===== src/rtl/system_reset_if.sv =====
// Reset-controller signal bundle: lock status and soft request in, staged resets and status out.
interface system_reset_if;
   logic       locked;
   logic       soft_rst_req;
   logic       bus_reset_;
   logic       cpu_reset_;
   logic [1:0] rst_cause;
   logic       ready;

   modport master (
      output locked,
      output soft_rst_req,
      input  bus_reset_,
      input  cpu_reset_,
      input  rst_cause,
      input  ready
   );

   modport slave (
      input  locked,
      input  soft_rst_req,
      output bus_reset_,
      output cpu_reset_,
      output rst_cause,
      output ready
   );
endinterface


===== src/rtl/system_reset.sv =====
// Staged reset sequencer: filtered lock -> hold -> bus release -> gap -> cpu release.
// All outputs are registered; no backpressure, soft requests outside S_RUN are dropped.
module system_reset #(
   parameter int SYNC_STAGES = 2,
   parameter int LOCK_FILTER = 4,
   parameter int HOLD_CYCLES = 16,
   parameter int STAGE_GAP   = 8
) (
   input  logic          clk,
   input  logic          reset_,
   system_reset_if.slave rs
);
   localparam int CNT_MAX = (LOCK_FILTER > HOLD_CYCLES)
                          ? ((LOCK_FILTER > STAGE_GAP) ? LOCK_FILTER : STAGE_GAP)
                          : ((HOLD_CYCLES > STAGE_GAP) ? HOLD_CYCLES : STAGE_GAP);
   localparam int CNT_W   = $clog2(CNT_MAX + 1);

   typedef enum logic [2:0] {
      S_RESET,
      S_WAIT_LOCK,
      S_HOLD,
      S_STAGE,
      S_RUN
   } state_t;

   logic [SYNC_STAGES-1:0] rst_chain;
   logic [SYNC_STAGES-1:0] lock_chain;
   logic                   rst_sync;
   logic                   locked_sync;

   state_t             state, state_nxt;
   logic [CNT_W-1:0]   cnt, cnt_nxt;
   logic [1:0]         cause, cause_nxt;
   logic               bus_q, cpu_q, ready_q;

   always_ff @(posedge clk or negedge reset_) begin
      if (!reset_) begin
         rst_chain  <= '0;
         lock_chain <= '0;
      end else begin
         rst_chain  <= {rst_chain[SYNC_STAGES-2:0], 1'b1};
         lock_chain <= {lock_chain[SYNC_STAGES-2:0], rs.locked};
      end
   end

   assign rst_sync    = rst_chain[SYNC_STAGES-1];
   assign locked_sync = lock_chain[SYNC_STAGES-1];

   always_ff @(posedge clk or negedge reset_) begin
      if (!reset_) begin
         state <= S_RESET;
         cnt   <= '0;
      end else begin
         state <= state_nxt;
         cnt   <= cnt_nxt;
      end
   end

   // Lock loss is tested before the soft request so it wins a same-cycle collision.
   always_comb begin
      state_nxt = state;
      cnt_nxt   = cnt;
      cause_nxt = cause;
      case (state)
         S_RESET: begin
            if (rst_sync) begin
               state_nxt = S_WAIT_LOCK;
               cnt_nxt   = '0;
            end
         end
         S_WAIT_LOCK: begin
            if (!locked_sync) begin
               cnt_nxt = '0;
            end else if (cnt == CNT_W'(LOCK_FILTER - 1)) begin
               state_nxt = S_HOLD;
               cnt_nxt   = '0;
            end else begin
               cnt_nxt = cnt + 1'b1;
            end
         end
         S_HOLD, S_STAGE: begin
            if (!locked_sync) begin
               state_nxt = S_WAIT_LOCK;
               cnt_nxt   = '0;
               cause_nxt = 2'b10;
            end else if (state == S_HOLD && cnt == CNT_W'(HOLD_CYCLES - 1)) begin
               state_nxt = S_STAGE;
               cnt_nxt   = '0;
            end else if (state == S_STAGE && cnt == CNT_W'(STAGE_GAP - 1)) begin
               state_nxt = S_RUN;
               cnt_nxt   = '0;
            end else begin
               cnt_nxt = cnt + 1'b1;
            end
         end
         S_RUN: begin
            if (!locked_sync) begin
               state_nxt = S_WAIT_LOCK;
               cnt_nxt   = '0;
               cause_nxt = 2'b10;
            end else if (rs.soft_rst_req) begin
               state_nxt = S_HOLD;
               cnt_nxt   = '0;
               cause_nxt = 2'b11;
            end
         end
         default: begin
            state_nxt = S_RESET;
            cnt_nxt   = '0;
         end
      endcase
   end

   // Outputs are decoded from the next state so they change on the same edge as the FSM.
   always_ff @(posedge clk or negedge reset_) begin
      if (!reset_) begin
         bus_q   <= 1'b0;
         cpu_q   <= 1'b0;
         ready_q <= 1'b0;
         cause   <= 2'b01;
      end else begin
         bus_q   <= (state_nxt == S_STAGE) || (state_nxt == S_RUN);
         cpu_q   <= (state_nxt == S_RUN);
         ready_q <= (state_nxt == S_RUN);
         cause   <= cause_nxt;
      end
   end

   assign rs.bus_reset_ = bus_q;
   assign rs.cpu_reset_ = cpu_q;
   assign rs.ready      = ready_q;
   assign rs.rst_cause  = cause;
endmodule


===== src/flat_wrapper.sv =====
// flat-port wrapper written by rule: the top's interface ports become plain ports
module system_reset_flat 
#(
   parameter int SYNC_STAGES = 2,
   parameter int LOCK_FILTER = 4,
   parameter int HOLD_CYCLES = 16,
   parameter int STAGE_GAP   = 8
)
  (clk, reset_, rs_locked, rs_soft_rst_req, rs_bus_reset_, rs_cpu_reset_, rs_rst_cause, rs_ready);
  system_reset_if rs_i ();
  input  logic clk;
  input  logic reset_;
  input wire logic [$bits(rs_i.locked)-1:0] rs_locked;
  input wire logic [$bits(rs_i.soft_rst_req)-1:0] rs_soft_rst_req;
  output wire logic [$bits(rs_i.bus_reset_)-1:0] rs_bus_reset_;
  output wire logic [$bits(rs_i.cpu_reset_)-1:0] rs_cpu_reset_;
  output wire logic [$bits(rs_i.rst_cause)-1:0] rs_rst_cause;
  output wire logic [$bits(rs_i.ready)-1:0] rs_ready;
  assign rs_i.locked = rs_locked;
  assign rs_i.soft_rst_req = rs_soft_rst_req;
  assign rs_bus_reset_ = rs_i.bus_reset_;
  assign rs_cpu_reset_ = rs_i.cpu_reset_;
  assign rs_rst_cause = rs_i.rst_cause;
  assign rs_ready = rs_i.ready;
  system_reset #(.SYNC_STAGES(SYNC_STAGES), .LOCK_FILTER(LOCK_FILTER), .HOLD_CYCLES(HOLD_CYCLES), .STAGE_GAP(STAGE_GAP)) u_core (.clk(clk), .reset_(reset_), .rs(rs_i));
endmodule

===== config.mk =====
export PLATFORM = sky130hd
export DESIGN_NAME = system_reset_flat
export DESIGN_NICKNAME = d
export VERILOG_FILES = /design/src/rtl/system_reset_if.sv /design/src/rtl/system_reset.sv /design/src/flat_wrapper.sv
export SDC_FILE = /design/constraint.sdc
export NUM_CORES = 1
export LEC_CHECK = 0
export CAP_MARGIN = 40
export CORE_ASPECT_RATIO = 0.9
export CORE_MARGIN = 5
export CORE_UTILIZATION = 35
export DETAILED_ROUTE_END_ITERATION = 8
export GPL_ROUTABILITY_DRIVEN = 0
export HOLD_SLACK_MARGIN = 0.15
export SETUP_SLACK_MARGIN = 0.3
export SYNTH_ARGS = -nofsm -noshare
export SYNTH_HDL_FRONTEND = slang
export SYNTH_SLANG_ARGS = --single-unit

===== constraint.sdc =====
create_clock -name clk -period 2.2 [get_ports clk]
set_clock_uncertainty 0.15 [all_clocks]
set_input_delay 0.33 -clock clk [delete_from_list [all_inputs] [get_ports clk]]
set_output_delay 0.33 -clock clk [all_outputs]
set_load 0.01 [all_outputs]

==> run_summary.xml <==
<?xml version="1.0" encoding="UTF-8"?>
<metrics>
  <group name="setup_path">
    <metric name="worstPathArrival" unit="ns">1.90</metric>
    <metric name="critical_path.max_fanout" unit="">3</metric>
    <metric name="critPathCaptureType" unit="">flip-flop</metric>
    <metric name="critical_path_start_end_classification" unit="">flip-flop to flip-flop</metric>
    <metric name="timing.critical_path.required" unit="ns">2.23</metric>
    <metric name="setup.worst_path.start_class" unit="">flip-flop</metric>
    <metric name="crit-reg2reg-launch" unit="">u_core.cnt[1]</metric>
    <metric name="critical_path.startpoint" unit="">u_core.cnt[1]</metric>
  </group>
  <group name="yosys">
    <metric name="synth.top_cells.by_count" unit="">sky130_fd_sc_hd__dfrtp_1 (15), sky130_fd_sc_hd__nand2_1 (6), sky130_fd_sc_hd__nor2b_1 (5), sky130_fd_sc_hd__o21ai_0 (5), sky130_fd_sc_hd__a21oi_1 (4)</metric>
    <metric name="synth-edff-count" unit="">0</metric>
    <metric name="yosys.area.top_type_share" unit="%">44.64</metric>
    <metric name="count_of_mapped_cells_out_of_synthesis" unit="">82</metric>
    <metric name="synth_area" unit="um^2">840.8</metric>
    <metric name="postSynth.topFlopCell" unit="">sky130_fd_sc_hd__dfrtp_1</metric>
    <metric name="leading_cell_types_by_total_area_after_synthesis" unit="">sky130_fd_sc_hd__dfrtp_1 (45%), sky130_fd_sc_hd__nor2b_1 (3.7%), sky130_fd_sc_hd__a2111oi_4 (3.3%)</metric>
    <metric name="synthesis_warnings" unit="">0</metric>
    <metric name="postSynthRegisterBits" unit="">16</metric>
    <metric name="synth_sequential_area_ratio" unit="%">47.77</metric>
    <metric name="postSynth.asyncResetShare" unit="%">100.0</metric>
    <metric name="synth_cell_types" unit="">36</metric>
    <metric name="synth_fp_nets" unit="">88</metric>
    <metric name="yosysTopAreaCell" unit="">sky130_fd_sc_hd__dfrtp_1</metric>
    <metric name="synth.most_common_cell" unit="">sky130_fd_sc_hd__dfrtp_1</metric>
    <metric name="syn_avg_cell_area" unit="um^2">10.25</metric>
  </group>
  <group name="clock_network">
    <metric name="cts_root_buf" unit="">sky130_fd_sc_hd__clkbuf_4</metric>
    <metric name="clock_sinks" unit="">16</metric>
    <metric name="cts.reportedPaths.clkPinSlew" unit="ns">0.09</metric>
    <metric name="cts_tree" unit="">done</metric>
    <metric name="clock_latency" unit="ns">0.28</metric>
    <metric name="cts.hold.buffers_added" unit="">0</metric>
    <metric name="clk_path_buf_depth" unit="">2</metric>
    <metric name="cts_buffers" unit="">3</metric>
    <metric name="htree_levels" unit="">1</metric>
  </group>
  <group name="global_routing">
    <metric name="first_global_vias" unit="">663</metric>
    <metric name="grt_pass1_wl" unit="um">3015</metric>
    <metric name="grt_start_max_net_pins" unit="">17</metric>
    <metric name="grt_usage" unit="%">11.45</metric>
    <metric name="grt_antenna_before_repair" unit="">0</metric>
    <metric name="globalRouteOverflowTotal" unit="">0</metric>
  </group>
  <group name="die">
    <metric name="dieArea" unit="um^2">3484</metric>
    <metric name="initial_standard_cell_utilization_of_the_core" unit="%">37.50</metric>
    <metric name="die_width" unit="um">61.67</metric>
    <metric name="io_pins" unit="">9</metric>
    <metric name="rows" unit="">16</metric>
    <metric name="core-area" unit="um^2">2242</metric>
    <metric name="die_y" unit="um">56.50</metric>
  </group>
  <group name="placement">
    <metric name="io_buffer_count" unit="">8</metric>
    <metric name="hpwlAfterDp" unit="um">1119</metric>
  </group>
  <group name="layout">
    <metric name="final_layout_size_suffix_gt1_share" unit="%">28.87</metric>
    <metric name="count_of_nets_after_finishing" unit="">104</metric>
    <metric name="insertedDiodeCount" unit="">0</metric>
    <metric name="area.growth.synth_to_final" unit="%">27.23</metric>
  </group>
  <group name="timing">
    <metric name="finalSetupViolations" unit="">0</metric>
    <metric name="period_needed" unit="ns">1.877</metric>
    <metric name="slew_violations" unit="">0</metric>
    <metric name="min_period_over_period" unit="%">85.32</metric>
    <metric name="setup_tns" unit="ns">0</metric>
    <metric name="final_hold_viol_count" unit="">0</metric>
    <metric name="rsz0062_at_grt" unit="">true</metric>
    <metric name="fmax" unit="MHz">532.7</metric>
  </group>
  <group name="pwr">
    <metric name="total_leakage_power" unit="uW">0.0004205</metric>
    <metric name="p_total" unit="uW">949.4</metric>
    <metric name="power_density" unit="nW/um^2">887.4</metric>
    <metric name="irDropWorstVdd" unit="mV">0.6171</metric>
  </group>
  <group name="route">
    <metric name="drtPass1Iterations" unit="">4</metric>
    <metric name="route.final.wire_length" unit="um">1635</metric>
    <metric name="antenna_violating_nets_post_route" unit="">0</metric>
    <metric name="drc" unit="">0</metric>
    <metric name="drt_iter0_drcs" unit="">9</metric>
    <metric name="route.detailed.wl_per_inst" unit="um">13.19</metric>
    <metric name="routed-via-count" unit="">661</metric>
    <metric name="vias_per_cell" unit="">5.331</metric>
  </group>
  <group name="worst_hold_path">
    <metric name="worst_hold_path_type" unit="">input pin to async pin</metric>
  </group>
  <group name="outcome">
    <metric name="status" unit="">finished, final reports clean</metric>
  </group>
  <group name="run">
    <metric name="max-cap-violations" unit="">0</metric>
  </group>
</metrics>
## flip-flops by register name, summed over array words and instances (netlist names)
| name | flops |
|---|---|
| u_core.cnt | 5 |
| u_core.lock_chain | 2 |
| u_core.rs.bus_reset_ | 1 |
| u_core.rs.cpu_reset_ | 1 |
| u_core.rs.rst_cause | 2 |
| u_core.rst_chain | 2 |
| u_core.state | 3 |
## placed cells by master (no fill, tap or decap), types with 3 or more instances in the layout
cell and instances:
sky130_fd_sc_hd__clkbuf_4 3, sky130_fd_sc_hd__nand2b_1 3, sky130_fd_sc_hd__buf_4 6, sky130_fd_sc_hd__nor2b_1 3, sky130_fd_sc_hd__dfrtp_1 15, sky130_fd_sc_hd__clkdlybuf4s50_1 8, sky130_fd_sc_hd__o21ai_0 4, sky130_fd_sc_hd__a21oi_1 3
sky130_fd_sc_hd__inv_1 3, sky130_fd_sc_hd__nand2_1 6, sky130_fd_sc_hd__nor2_1 3, sky130_fd_sc_hd__nand3_1 3
## power by group
group          switching, uW  leakage [uW]  internal [uW]
logic                    154      0.000208            194
registers               85.7      0.000197            355
clock network           90.4     0.0000150           70.3
## worst paths after layout
path | slack, ns | cells after the start | to
max | 0.32 | 7 | u_core.rs.bus_reset_
min | 0.20 | 2 | u_core.rst_chain[1]
max reg2reg | 0.32 | 7 | u_core.rs.bus_reset_
min reg2reg | 0.21 | 0 | u_core.rst_chain[1]
max in group asynchronous | 1.45 | 2 | u_core.rs.rst_cause[0]
min in group clk | 0.21 | 0 | u_core.rst_chain[1]
## worst max-delay path, stage by stage, from the launching register on
cell and delay (ns):
sky130_fd_sc_hd__dfrtp_1 0.41, sky130_fd_sc_hd__ha_2 0.20, sky130_fd_sc_hd__and3_4 0.19, sky130_fd_sc_hd__ha_4 0.17
sky130_fd_sc_hd__nor2b_4 0.13, sky130_fd_sc_hd__o221ai_2 0.19, sky130_fd_sc_hd__o211ai_1 0.15, sky130_fd_sc_hd__a21o_1 0.20
## cell families (layout without fill, tap and decap cells)
kind of cell             after synthesis  after routing  synth area share, %
AND/OR/NAND/NOR                       33             33                24.26
AO/OA/AOI/OAI                         23             23                20.83
flip-flops                            16             16                47.77
buffers and inverters                  7             22                3.720
adder cells (fa/ha/maj)                2              2                2.976
other                                  1              1               0.4460
## layout make-up
cell class	instances	area, um^2
fillers	217	1172
multi-input cells	59	460.4
flip-flops and latches	16	401.6
repair buffers	15	136.4
well taps	27	33.78
clock buffers	4	26.28
inverters	3	11.26
## metal layers
layer / GRT usage (%) / vias to the layer above / share of wire [%]
li1: - / 324 / -
met1: 16.50 / 318 / 47
met2: 16.44 / 17 / 47
met3: 2.294 / 2 / 5.0
met4: 4.545 / 0 / 0.61
met5: 0 / - / 0
## through the flow
stage	worst slack, ns	util, %	hold slack [ns]	cell area (um^2)	instances
2_1_floorplan	0.3050	-	-0.1156	847.1	82
3_3_place_gp	0.2082	42.63	0.1812	955.9	115
3_5_place_dp	0.1957	42.63	0.1865	955.9	115
4_1_cts	0.3215	46.60	0.1997	1045	124
5_1_grt	0.2399	47.71	0.2085	1070	124
6_report	0.3229	47.71	0.2020	1070	124
## timing repair
item                       CTS  global route
pin swaps                    6             9
setup endpoints to repair    6             5
gates resized for setup      6             5
setup buffers                5             0
(Power assumes the default switching activity.)
